<file path="src/rtl/vga_pkg.sv">
// Shared timing defaults and types for the VGA receive path.
package vga_pkg;

    localparam int unsigned H_VISIBLE = 640;
    localparam int unsigned H_FP      = 16;
    localparam int unsigned H_SYNC    = 96;
    localparam int unsigned H_BP      = 48;
    localparam int unsigned V_VISIBLE = 480;
    localparam int unsigned V_FP      = 10;
    localparam int unsigned V_SYNC    = 2;
    localparam int unsigned V_BP      = 33;

    localparam int unsigned H_TOTAL = H_VISIBLE + H_FP + H_SYNC + H_BP;
    localparam int unsigned V_TOTAL = V_VISIBLE + V_FP + V_SYNC + V_BP;

    localparam logic [15:0] CRC_POLY = 16'h1021;
    localparam logic [15:0] CRC_INIT = 16'hFFFF;

    typedef enum logic [1:0] {SEARCH, HMEAS, VWAIT, LOCKED} vga_rx_state_t;

    typedef logic [11:0] pixel_t;

endpackage

</file>
<file path="src/rtl/crc16_12b.sv">
// One-pixel step of CRC-16/CCITT: 12 colour bits folded in LSB first.
module crc16_12b (
    input  logic [15:0]     crc_in,
    input  vga_pkg::pixel_t pixel,
    output logic [15:0]     crc_out
);
    import vga_pkg::*;

    always_comb begin
        crc_out = crc_in;
        for (int i = 0; i < 12; i++) begin
            crc_out = {crc_out[14:0], 1'b0} ^ ((crc_out[15] ^ pixel[i]) ? CRC_POLY : 16'h0000);
        end
    end

endmodule

</file>
<file path="src/rtl/vga_sync_decoder.sv">
// VGA receive monitor: locks to HS/VS timing and recovers pixel coordinates and colour.
// Optional per-frame CRC of the recovered pixels is built when FRAME_CRC_EN is defined.
module vga_sync_decoder #(
    parameter int unsigned H_VISIBLE = vga_pkg::H_VISIBLE,
    parameter int unsigned H_FP      = vga_pkg::H_FP,
    parameter int unsigned H_SYNC    = vga_pkg::H_SYNC,
    parameter int unsigned H_BP      = vga_pkg::H_BP,
    parameter int unsigned V_VISIBLE = vga_pkg::V_VISIBLE,
    parameter int unsigned V_FP      = vga_pkg::V_FP,
    parameter int unsigned V_SYNC    = vga_pkg::V_SYNC,
    parameter int unsigned V_BP      = vga_pkg::V_BP
) (
    input  logic            clk,
    input  logic            reset,
    input  logic            vga_hs,
    input  logic            vga_vs,
    input  vga_pkg::pixel_t vga_rgb,
    output logic [9:0]      rx_x,
    output logic [9:0]      rx_y,
    output vga_pkg::pixel_t rx_pixel,
    output logic            rx_valid,
    output logic            locked,
    output logic            frame_start,
    output logic            sync_err,
    output logic [15:0]     frame_cnt,
    output logic [15:0]     frame_crc
);
    import vga_pkg::*;

    localparam int unsigned HTotal = H_VISIBLE + H_FP + H_SYNC + H_BP;
    localparam int unsigned VTotal = V_VISIBLE + V_FP + V_SYNC + V_BP;

    localparam logic [10:0] HLast     = 11'(HTotal - 1);
    localparam logic [10:0] HSyncLast = 11'(H_SYNC - 1);
    localparam logic [10:0] HStartC   = 11'(H_SYNC + H_BP);
    localparam logic [10:0] HEndC     = 11'(H_SYNC + H_BP + H_VISIBLE);
    localparam logic [10:0] HSat      = 11'd2047;
    localparam logic [9:0]  VLast     = 10'(VTotal - 1);
    localparam logic [9:0]  VSyncLast = 10'(V_SYNC - 1);
    localparam logic [9:0]  VStartC   = 10'(V_SYNC + V_BP);
    localparam logic [9:0]  VEndC     = 10'(V_SYNC + V_BP + V_VISIBLE);

    logic          hs_s1_q, vs_s1_q, hs_s2_q, vs_s2_q;
    pixel_t        rgb_s1_q;
    logic [10:0]   h_cnt_q, h_cnt_d;
    logic [9:0]    v_cnt_q, v_cnt_d;
    logic          vs_zeroed_q, vs_zeroed_d;
    logic          hgood_q, hgood_d;
    vga_rx_state_t state_q, state_d;

    logic        hs_fall, hs_rise, vs_fall, vs_rise;
    logic        violation, rx_valid_d, frame_start_d;
    logic [10:0] x_full;
    logic [9:0]  y_full;

    always_comb begin
        hs_fall = hs_s2_q & ~hs_s1_q;
        hs_rise = ~hs_s2_q & hs_s1_q;
        vs_fall = vs_s2_q & ~vs_s1_q;
        vs_rise = ~vs_s2_q & vs_s1_q;

        h_cnt_d = hs_fall ? 11'd0 : ((h_cnt_q == HSat) ? h_cnt_q : h_cnt_q + 11'd1);

        // The first line that starts with VS low is line 0 of the frame.
        v_cnt_d = v_cnt_q;
        if (hs_fall) begin
            if (!vs_s1_q && !vs_zeroed_q) begin
                v_cnt_d = 10'd0;
            end else if (v_cnt_q != 10'h3FF) begin
                v_cnt_d = v_cnt_q + 10'd1;
            end
        end
        vs_zeroed_d = ~vs_s1_q & (vs_zeroed_q | hs_fall);

        violation = 1'b0;
        if (state_q == LOCKED) begin
            violation = (hs_fall && h_cnt_q != HLast) ||
                        (hs_rise && h_cnt_q != HSyncLast) ||
                        (vs_fall && v_cnt_q != VLast) ||
                        (vs_rise && v_cnt_q != VSyncLast) ||
                        (!hs_fall && h_cnt_q == HSat - 11'd1);
        end

        state_d = state_q;
        hgood_d = hgood_q;
        case (state_q)
            SEARCH: begin
                if (hs_fall) begin
                    state_d = HMEAS;
                    hgood_d = 1'b0;
                end
            end
            HMEAS: begin
                if (hs_fall) begin
                    if (h_cnt_q == HLast) begin
                        if (hgood_q) state_d = VWAIT;
                        else         hgood_d = 1'b1;
                    end else begin
                        hgood_d = 1'b0;
                    end
                end
            end
            VWAIT:   if (vs_fall) state_d = LOCKED;
            LOCKED:  if (violation) state_d = SEARCH;
            default: state_d = SEARCH;
        endcase

        x_full        = h_cnt_d - HStartC;
        y_full        = v_cnt_d - VStartC;
        rx_valid_d    = (state_d == LOCKED) && h_cnt_d >= HStartC && h_cnt_d < HEndC &&
                        v_cnt_d >= VStartC && v_cnt_d < VEndC;
        frame_start_d = rx_valid_d && h_cnt_d == HStartC && v_cnt_d == VStartC;
    end

    always_ff @(posedge clk or negedge reset) begin
        if (!reset) begin
            // Sync pins idle high, so the pipeline resets to that level.
            hs_s1_q     <= 1'b1;
            vs_s1_q     <= 1'b1;
            hs_s2_q     <= 1'b1;
            vs_s2_q     <= 1'b1;
            rgb_s1_q    <= '0;
            h_cnt_q     <= '0;
            v_cnt_q     <= '0;
            vs_zeroed_q <= 1'b0;
            hgood_q     <= 1'b0;
            state_q     <= SEARCH;
            rx_x        <= '0;
            rx_y        <= '0;
            rx_pixel    <= '0;
            rx_valid    <= 1'b0;
            locked      <= 1'b0;
            frame_start <= 1'b0;
            sync_err    <= 1'b0;
            frame_cnt   <= '0;
        end else begin
            hs_s1_q     <= vga_hs;
            vs_s1_q     <= vga_vs;
            hs_s2_q     <= hs_s1_q;
            vs_s2_q     <= vs_s1_q;
            rgb_s1_q    <= vga_rgb;
            h_cnt_q     <= h_cnt_d;
            v_cnt_q     <= v_cnt_d;
            vs_zeroed_q <= vs_zeroed_d;
            hgood_q     <= hgood_d;
            state_q     <= state_d;
            rx_x        <= x_full[9:0];
            rx_y        <= y_full;
            rx_pixel    <= rgb_s1_q;
            rx_valid    <= rx_valid_d;
            locked      <= (state_d == LOCKED);
            frame_start <= frame_start_d;
            sync_err    <= violation;
            if (frame_start_d) frame_cnt <= frame_cnt + 16'd1;
        end
    end

`ifdef FRAME_CRC_EN
    logic [15:0] crc_acc_q, crc_seed, crc_next;

    // Pixel (0,0) starts a fresh accumulation while the finished value is published.
    assign crc_seed = frame_start_d ? CRC_INIT : crc_acc_q;

    crc16_12b u_crc (
        .crc_in  (crc_seed),
        .pixel   (rgb_s1_q),
        .crc_out (crc_next)
    );

    always_ff @(posedge clk or negedge reset) begin
        if (!reset) begin
            crc_acc_q <= CRC_INIT;
            frame_crc <= '0;
        end else begin
            if (frame_start_d) frame_crc <= crc_acc_q;
            if (state_d != LOCKED) begin
                crc_acc_q <= CRC_INIT;
            end else if (rx_valid_d) begin
                crc_acc_q <= crc_next;
            end
        end
    end
`else
    assign frame_crc = '0;
`endif

endmodule
</file>
<file path="config.mk">
export PLATFORM = sky130hd
export DESIGN_NAME = vga_sync_decoder
export DESIGN_NICKNAME = d
export VERILOG_FILES = /design/src/rtl/vga_pkg.sv /design/src/rtl/crc16_12b.sv /design/src/rtl/vga_sync_decoder.sv
export SDC_FILE = /design/constraint.sdc
export NUM_CORES = 1
export LEC_CHECK = 0
export ABC_CLOCK_PERIOD_IN_PS = 4600
export CORE_MARGIN = 2
export CORE_UTILIZATION = 35
export DETAILED_ROUTE_END_ITERATION = 8
export SKIP_CTS_REPAIR_TIMING = 1
export SYNTH_ARGS = -nofsm -noshare
export SYNTH_HDL_FRONTEND = slang
export SYNTH_SLANG_ARGS = --single-unit
</file>
<file path="constraint.sdc">
create_clock -name clk -period 4.6 [get_ports clk]
set_input_delay 0.92 -clock clk [delete_from_list [all_inputs] [get_ports clk]]
set_output_delay 0.92 -clock clk [all_outputs]
set_load 0.05 [all_outputs]
</file>
==> qor.json, run 1 <==
{
  "yosysUniqueCellTypes": 63,
  "finalNonFillerCells": 604,
  "async_flop_share": 1.000,
  "postSynthAreaPerCell_um2": 10.87,
  "skew_ns": 0.003763,
  "final.setup.worst_slack_ns": 1.046,
  "gp_congestion": 0.8176,
  "outcome": "finished, final reports clean",
  "synth_compound_area_frac": 0.1104,
  "synthXorXnorAreaFrac": 0.05580,
  "core_region_area_um2": 11910,
  "htree_levels": 3,
  "crit_type": "reg -> reg",
  "gr-total-overflow": 0,
  "grtUsageTotal": 0.1460,
  "boundaryPins": 84,
  "critical_path_peak_fanout": 9,
  "grt_first_pass_wirelength_um": 15010,
  "route.final.wire_length_um": 9004,
  "synth_flop_cell": "dfrtp_1",
  "critPathRequiredTime_ns": 4.82,
  "cts_buffer_depth": 2,
  "clkSinkCount": 89,
  "sum_of_negative_setup_slack_ns": 0,
  "io_buffer_count": 67,
  "r2r_start": "v_cnt_q[0]",
  "synth_top_family_by_area": "simple AND/OR/NAND/NOR gates",
  "synth_area_leader_cell": "dfrtp_1",
  "cp.arrival_ns": 3.78,
  "die_footprint_um2": 13000,
  "max-slew-margin-rel": 0.4158,
  "timing_worst_slew_pin_value_ns": 0.8703,
  "antenna-diode-count": 0,
  "rows": 40,
  "yosys.area_share.adder": 0.02657,
  "fp.dieW_um": 114.0,
  "setup.worst_path.end_class": "flip-flop",
  "detailroute.via_count": 3102,
  "dr.pass1.iters": 4,
  "setup_viol": 0,
  "finalHoldViolCount": 0,
  "top_cells_by_instance_count_after_synthesis": "85 x dfrtp_1, 22 x buf_4, 20 x nand2_1, 20 x nand3_1, 20 x nor2_1",
  "layout.filler_cells": 1136,
  "worst_slack_after_detailed_placement_ns": 1.044,
  "rr_endpoint": "frame_cnt[1]",
  "ctsRootBufferMaster": "clkbuf_16",
  "pwr_density_cell_nw_per_um2": 415.8,
  "finalInstanceArea_um2": 5249,
  "final.period_utilization": 0.7727,
  "detail_route.wirelength.met1_um": 4274,
  "detail_route.iter0.violations": 169,
  "post_drt_wl_per_cell_um": 14.91,
  "hold_path.class": "reg -> reg",
  "edff_count_synth": 0,
  "insertion_delay_ns": 0.34,
  "report.final.slew_viol_count": 0,
  "antenna_violating_nets_left": 0,
  "antenna_found_initial": 0,
  "areaGrowthSynthToFinish_pct": 23.86,
  "met2_length_um": 4043,
  "simple_gate_share_of_the_synthesized_area": 0.1978,
  "synth_top_area_share": 0.5019,
  "rsz_0062_raised_after_global_routing": "no",
  "largest_net_degree_at_the_start_of_global_routing": 53,
  "numCtsBuffers": 9,
  "crit_path_end": "frame_cnt[1]",
  "synth.most_common_cell": "dfrtp_1",
  "worst_setup_path_start_kind": "flip-flop",
  "clk_pin_slew_ns": 0.07,
  "dieHeight_um": 114.0,
  "nets": 477,
  "tritoncts": "yes",
  "synth.ff_latch_count": 89,
  "critical-path-slowest-cell": "dfrtp_1",
  "vias_in_the_first_global_route": 2999,
  "max_cap_viols": 0,
  "ir_drop_uv": 290.3,
  "max_freq_mhz": 281.4,
  "wl_met3_um": 628,
  "worst-r2r-setup-slack_ns": 1.05,
  "timing.final.crit_period_ns": 3.554,
  "critical_path.cell_chain": "ha_1, and3_1, a31oi_1, xnor2_1, or2_2, inv_1, ha_1, nand2_1, nor4_1, and4b_1, nand4_1, nor2_2, mux2_1",
  "start_point_of_the_critical_path": "v_cnt_q[0]",
  "yosys_warnings": 0,
  "post_synth_inst_count": 390,
  "hpwl_after_detailed_placement_um": 6376,
  "synth.mux.area_fraction": 0.01240,
  "longest_individual_stage_delay_on_the_worst_path_ns": 0.44,
  "synth-seq-area-share": 0.5267,
  "detailed_route_drc_error_count": 0,
  "drive_above_1_share": 0.08753,
  "netlist_top_cells_area": "dfrtp_1 50%, xnor2_1 3.9%, buf_4 3.9%",
  "top_layer": "met4",
  "detailed_place.area_um2": 4946,
  "start_util": 0.3558,
  "timing.critical_path.mode_cell": "ha_1",
  "p_leak_uw": 0.002256,
  "mean_number_of_vias_per_cell": 5.136,
  "dp_cells": 588,
  "synthesis.area_um2": 4238,
  "timing.reg2reg.worst_path_depth": 13,
  "totalPowerFinal_uw": 2183
}
per-layer routing:
layer,up-vias,global-route usage
li1,1499,-
met1,1501,0.2075
met2,96,0.2139
met3,6,0.04942
met4,0,0.03902
met5,-,0
critical path, delay by kind of cell (launching register included):
family	cells	cell delay (ns)
compound gates	1	0.36
flops	1	0.44
xor+xnor	1	0.09
mux	1	0.33
simple gates	7	1.58
buf+inv	1	0.09
fa+ha+maj	2	0.56
state kept, by name, indices dropped and copies added (netlist names), 2 cells and up:
signal and count:
state_q 2, rx_pixel 12, h_cnt_q 11, rx_y 10
rx_x 6, v_cnt_q 10, frame_cnt 16, rgb_s1_q 12
area by class of cell:
cell class	count	area, µm²	share of cell area
Tap cell	147	183.9	0.03504
Timing Repair Buffer	71	698.2	0.1330
Inverter	17	63.81	0.01216
Clock buffer	9	225.2	0.04291
Multi-Input combinational cell	264	1768	0.3368
Sequential cell	89	2232	0.4253
Clock inverter	7	77.57	0.01478
report_power, final:
group / switching (µW) / internal, µW / total (µW)
logic: 348 / 170 / 517
registers: 69.8 / 852 / 922
clock network: 317 / 427 / 744
total: 734 / 1450 / 2180
logic make-up (layout without fill, tap and decap cells):
kind of cell	Yosys count	in the layout
multiplexers	5	5
buffers and inverters	52	104
XOR/XNOR	27	27
flip-flops	89	89
adder cells (fa/ha/maj)	9	9
AO/OA/AOI/OAI	61	61
AND/OR/NAND/NOR	146	146
other	1	16
cells in the final DEF, fill, tap and decap left out, drive strengths merged, types with 5 or more instances in the layout:
cell           count
and2               8
ha                 9
a31oi              8
xnor2             19
conb              16
and3              13
xor2               8
inv               20
buf                5
nor3              15
dfrtp             85
a21oi             11
nand3             20
nand4             18
o21ai              7
clkbuf             9
nor2b              5
nand2             20
nor2              21
clkdlybuf4s50     66
metrics by stage:
stage | utilization | hold slack [ns]
after floorplan | - | 0.3312
after global placement | 0.4152 | 0.3314
after detailed placement | 0.4152 | 0.3347
after CTS | 0.4407 | 0.3492
after global routing | 0.4407 | 0.3631
final | 0.4407 | 0.3476
how the worst min path moves through the flow:
stage	slack, ns	startpoint	depth (start not counted)	to
finish	0.35	rgb_s1_q[11]	0	rx_pixel[11]
floorplan	0.33	rgb_s1_q[0]	0	rx_pixel[0]
CTS	0.35	rgb_s1_q[3]	0	rx_pixel[3]
detailed placement	0.33	rgb_s1_q[3]	0	rx_pixel[3]
global route	0.36	rgb_s1_q[5]	0	rx_pixel[5]
global placement	0.33	rgb_s1_q[6]	0	rx_pixel[6]
Note: power is estimated with default switching activity, not from simulation.
==> run 2, diff against run 1 <==
- ABC_CLOCK_PERIOD_IN_PS: 4600 -> 3600
- clock period: 4.6 -> 3.6 ns (I/O delays scaled with it)
==> run 2 against run 1 <==
Net effect: clock power rose by 24%; first-iteration DRC count rose by 55%; power is 28% higher; sequential cell count stayed put; final cell count rose by 1.8%; maximum frequency rose by 7.2%; design area grew 1.6%; sequential power increased by 27%; core utilization is 0.71 points higher; combinational power is 35% higher; via count is 2.7% higher.
==> qor.json, run 2 (same netlist as run 1, synthesis figures left out) <==
{
  "outcome": "finished, final reports clean",
  "worst_setup_path_start_kind": "flip-flop",
  "numCtsBuffers": 9,
  "route.final.wire_length_um": 9334,
  "detailed_route_drc_error_count": 0,
  "clockPowerShare": 0.330,
  "rsz_0062_raised_after_global_routing": "no",
  "pwr_density_cell_nw_per_um2": 522.8,
  "largest_net_degree_at_the_start_of_global_routing": 77,
  "worstHoldStart": "rgb_s1_q[10]",
  "gp_congestion": 0.8839,
  "areaGrowthSynthToFinish_pct": 25.86,
  "grt_first_pass_wirelength_um": 15930,
  "hold-path-endpoint": "rx_pixel[10]",
  "critical-path-slowest-cell": "dfrtp_1",
  "antenna_violating_nets_left": 0,
  "p_sw_uw": 971.7,
  "rows": 40,
  "timing.critical_path.mode_cell": "ha_1",
  "vias_in_the_first_global_route": 3237,
  "rr_endpoint": "frame_cnt[1]",
  "setup.worst_path.end_class": "flip-flop",
  "dieHeight_um": 114.0,
  "htree_levels": 3,
  "die_footprint_um2": 13000,
  "clk_pin_slew_ns": 0.07,
  "setup_viol": 0,
  "r2r_start": "v_cnt_q[0]",
  "report.final.slew_viol_count": 0,
  "ctsRootBufferMaster": "clkbuf_16",
  "post_drt_wl_per_cell_um": 15.18,
  "final.setup.worst_slack_ns": 0.2836,
  "p_comb_frac": 0.251,
  "max_cap_viols": 0,
  "finalInstanceArea_um2": 5334,
  "hpwl_after_detailed_placement_um": 6557,
  "sum_of_negative_setup_slack_ns": 0,
  "post-route-util": 0.4478,
  "timing.final.crit_period_ns": 3.316,
  "critPathRequiredTime_ns": 3.83,
  "max_freq_mhz": 301.5,
  "grtUsageTotal": 0.1538,
  "p_leak_uw": 0.002313,
  "share_seq_of_total_power": 0.419,
  "final.period_utilization": 0.9212,
  "largest_registers_in_the_final_layout": "frame_cnt x16, rgb_s1_q x12, rx_pixel x12",
  "dr.pass1.iters": 4,
  "detailroute.via_count": 3185,
  "detail_route.iter0.violations": 262,
  "finalHoldViolCount": 0,
  "largest_register_ff_count": 16,
  "hold_slack_ns": 0.3482,
  "most-common-layout-cells": "85 x dfrtp_1, 66 x clkdlybuf4s50_1, 20 x nand2_1, 20 x nand3_1, 20 x nor2_1",
  "worst-r2r-setup-slack_ns": 0.28,
  "boundaryPins": 84,
  "timing_worst_slew_pin_value_ns": 0.9320,
  "critical_path_peak_fanout": 9,
  "antenna_found_initial": 0,
  "gr-total-overflow": 0,
  "core_region_area_um2": 11910,
  "worst_slack_after_detailed_placement_ns": 0.1469,
  "max-slew-margin-rel": 0.3787,
  "cp.arrival_ns": 3.54,
  "mean_number_of_vias_per_cell": 5.179,
  "max_flop_register": "frame_cnt",
  "path_delay_family": "simple AND/OR/NAND/NOR gates",
  "fraction_of_power_spent_switching_nets": 0.3484,
  "antenna-diode-count": 0,
  "detailed_place.area_um2": 5021,
  "skew_ns": 0.008910,
  "tritoncts": "yes",
  "hold_path.class": "reg -> reg",
  "drive_above_1_share": 0.1154,
  "critical_path.cell_chain": "ha_1, and3_2, a31oi_2, xnor2_1, or2_2, inv_1, ha_1, nand2_1, nor4_1, and4b_1, nand4_1, nor2_2, mux2_1",
  "fp.dieW_um": 114.0,
  "cp_bufs_invs": 1,
  "most_frequent_standard_cell_in_the_layout_excluding_fill_and_tap_cells": "dfrtp_1",
  "ir_drop_uv": 276.3,
  "cell_internal_pwr_uw": 1817,
  "longest_individual_stage_delay_on_the_worst_path_ns": 0.45,
  "holdPathStages": 0,
  "cts_buffer_depth": 2,
  "insertion_delay_ns": 0.34,
  "nets": 488,
  "clkSinkCount": 89,
  "crit_type": "reg -> reg",
  "start_util": 0.3558,
  "timing.reg2reg.worst_path_depth": 13,
  "io_buffer_count": 67
}
[run 2: power by group through the flow]
| stage | clock network, µW | logic, µW | registers [µW] |
|---|---|---|---|
| final | 921 | 700 | 1170 |
| after global routing | 1010 | 765 | 1180 |
| after CTS | 953 | 707 | 1170 |
| after detailed placement | 0 | 703 | 1180 |
| after global placement | 0 | 700 | 1180 |
| after floorplan | 0 | 372 | 1310 |
[run 2: worst register-to-register path, delay by kind of cell (launching register included)]
kind	cells	cell delay [ns]
AO/OA/AOI/OAI	1	0.23
buffers and inverters	1	0.08
multiplexers	1	0.32
adder cells (fa/ha/maj)	2	0.57
XOR/XNOR	1	0.08
flip-flops	1	0.45
AND/OR/NAND/NOR	7	1.47
[run 2: cell type report]
class,instances,area [µm²]
well taps,147,183.9
repair buffers,82,780.7
fillers,1145,6578
flip-flops and latches,89,2232
multi-input cells,264,1777
clock inverters,7,71.32
inverters,17,63.81
clock buffers,9,225.2
[run 2: worst max path at each step]
stage | start | to | slack, ns | depth (start not counted)
after CTS | v_cnt_q[0] | frame_cnt[15] | 0.13 | 13
after detailed placement | v_cnt_q[0] | frame_cnt[15] | 0.15 | 13
after floorplan | v_cnt_q[0] | frame_cnt[1] | 0.45 | 14
final | v_cnt_q[0] | frame_cnt[1] | 0.28 | 13
after global placement | v_cnt_q[0] | frame_cnt[1] | 0.27 | 13
after global routing | v_cnt_q[0] | frame_cnt[15] | 0.05 | 13
[run 2: routing by layer]
layer	wire (µm)	up-vias	global-route usage
met5	0	-	0
met4	128	0	0.07073
met3	531	12	0.04198
met2	4330	95	0.2294
met1	4344	1556	0.2090
li1	-	1522	-
[run 2: stage by stage]
step / instances / total power, µW
finish: 615 / 2789
global placement: 598 / 1880
detailed placement: 598 / 1886
CTS: 614 / 2826
global route: 615 / 2950
floorplan: 405 / 1679
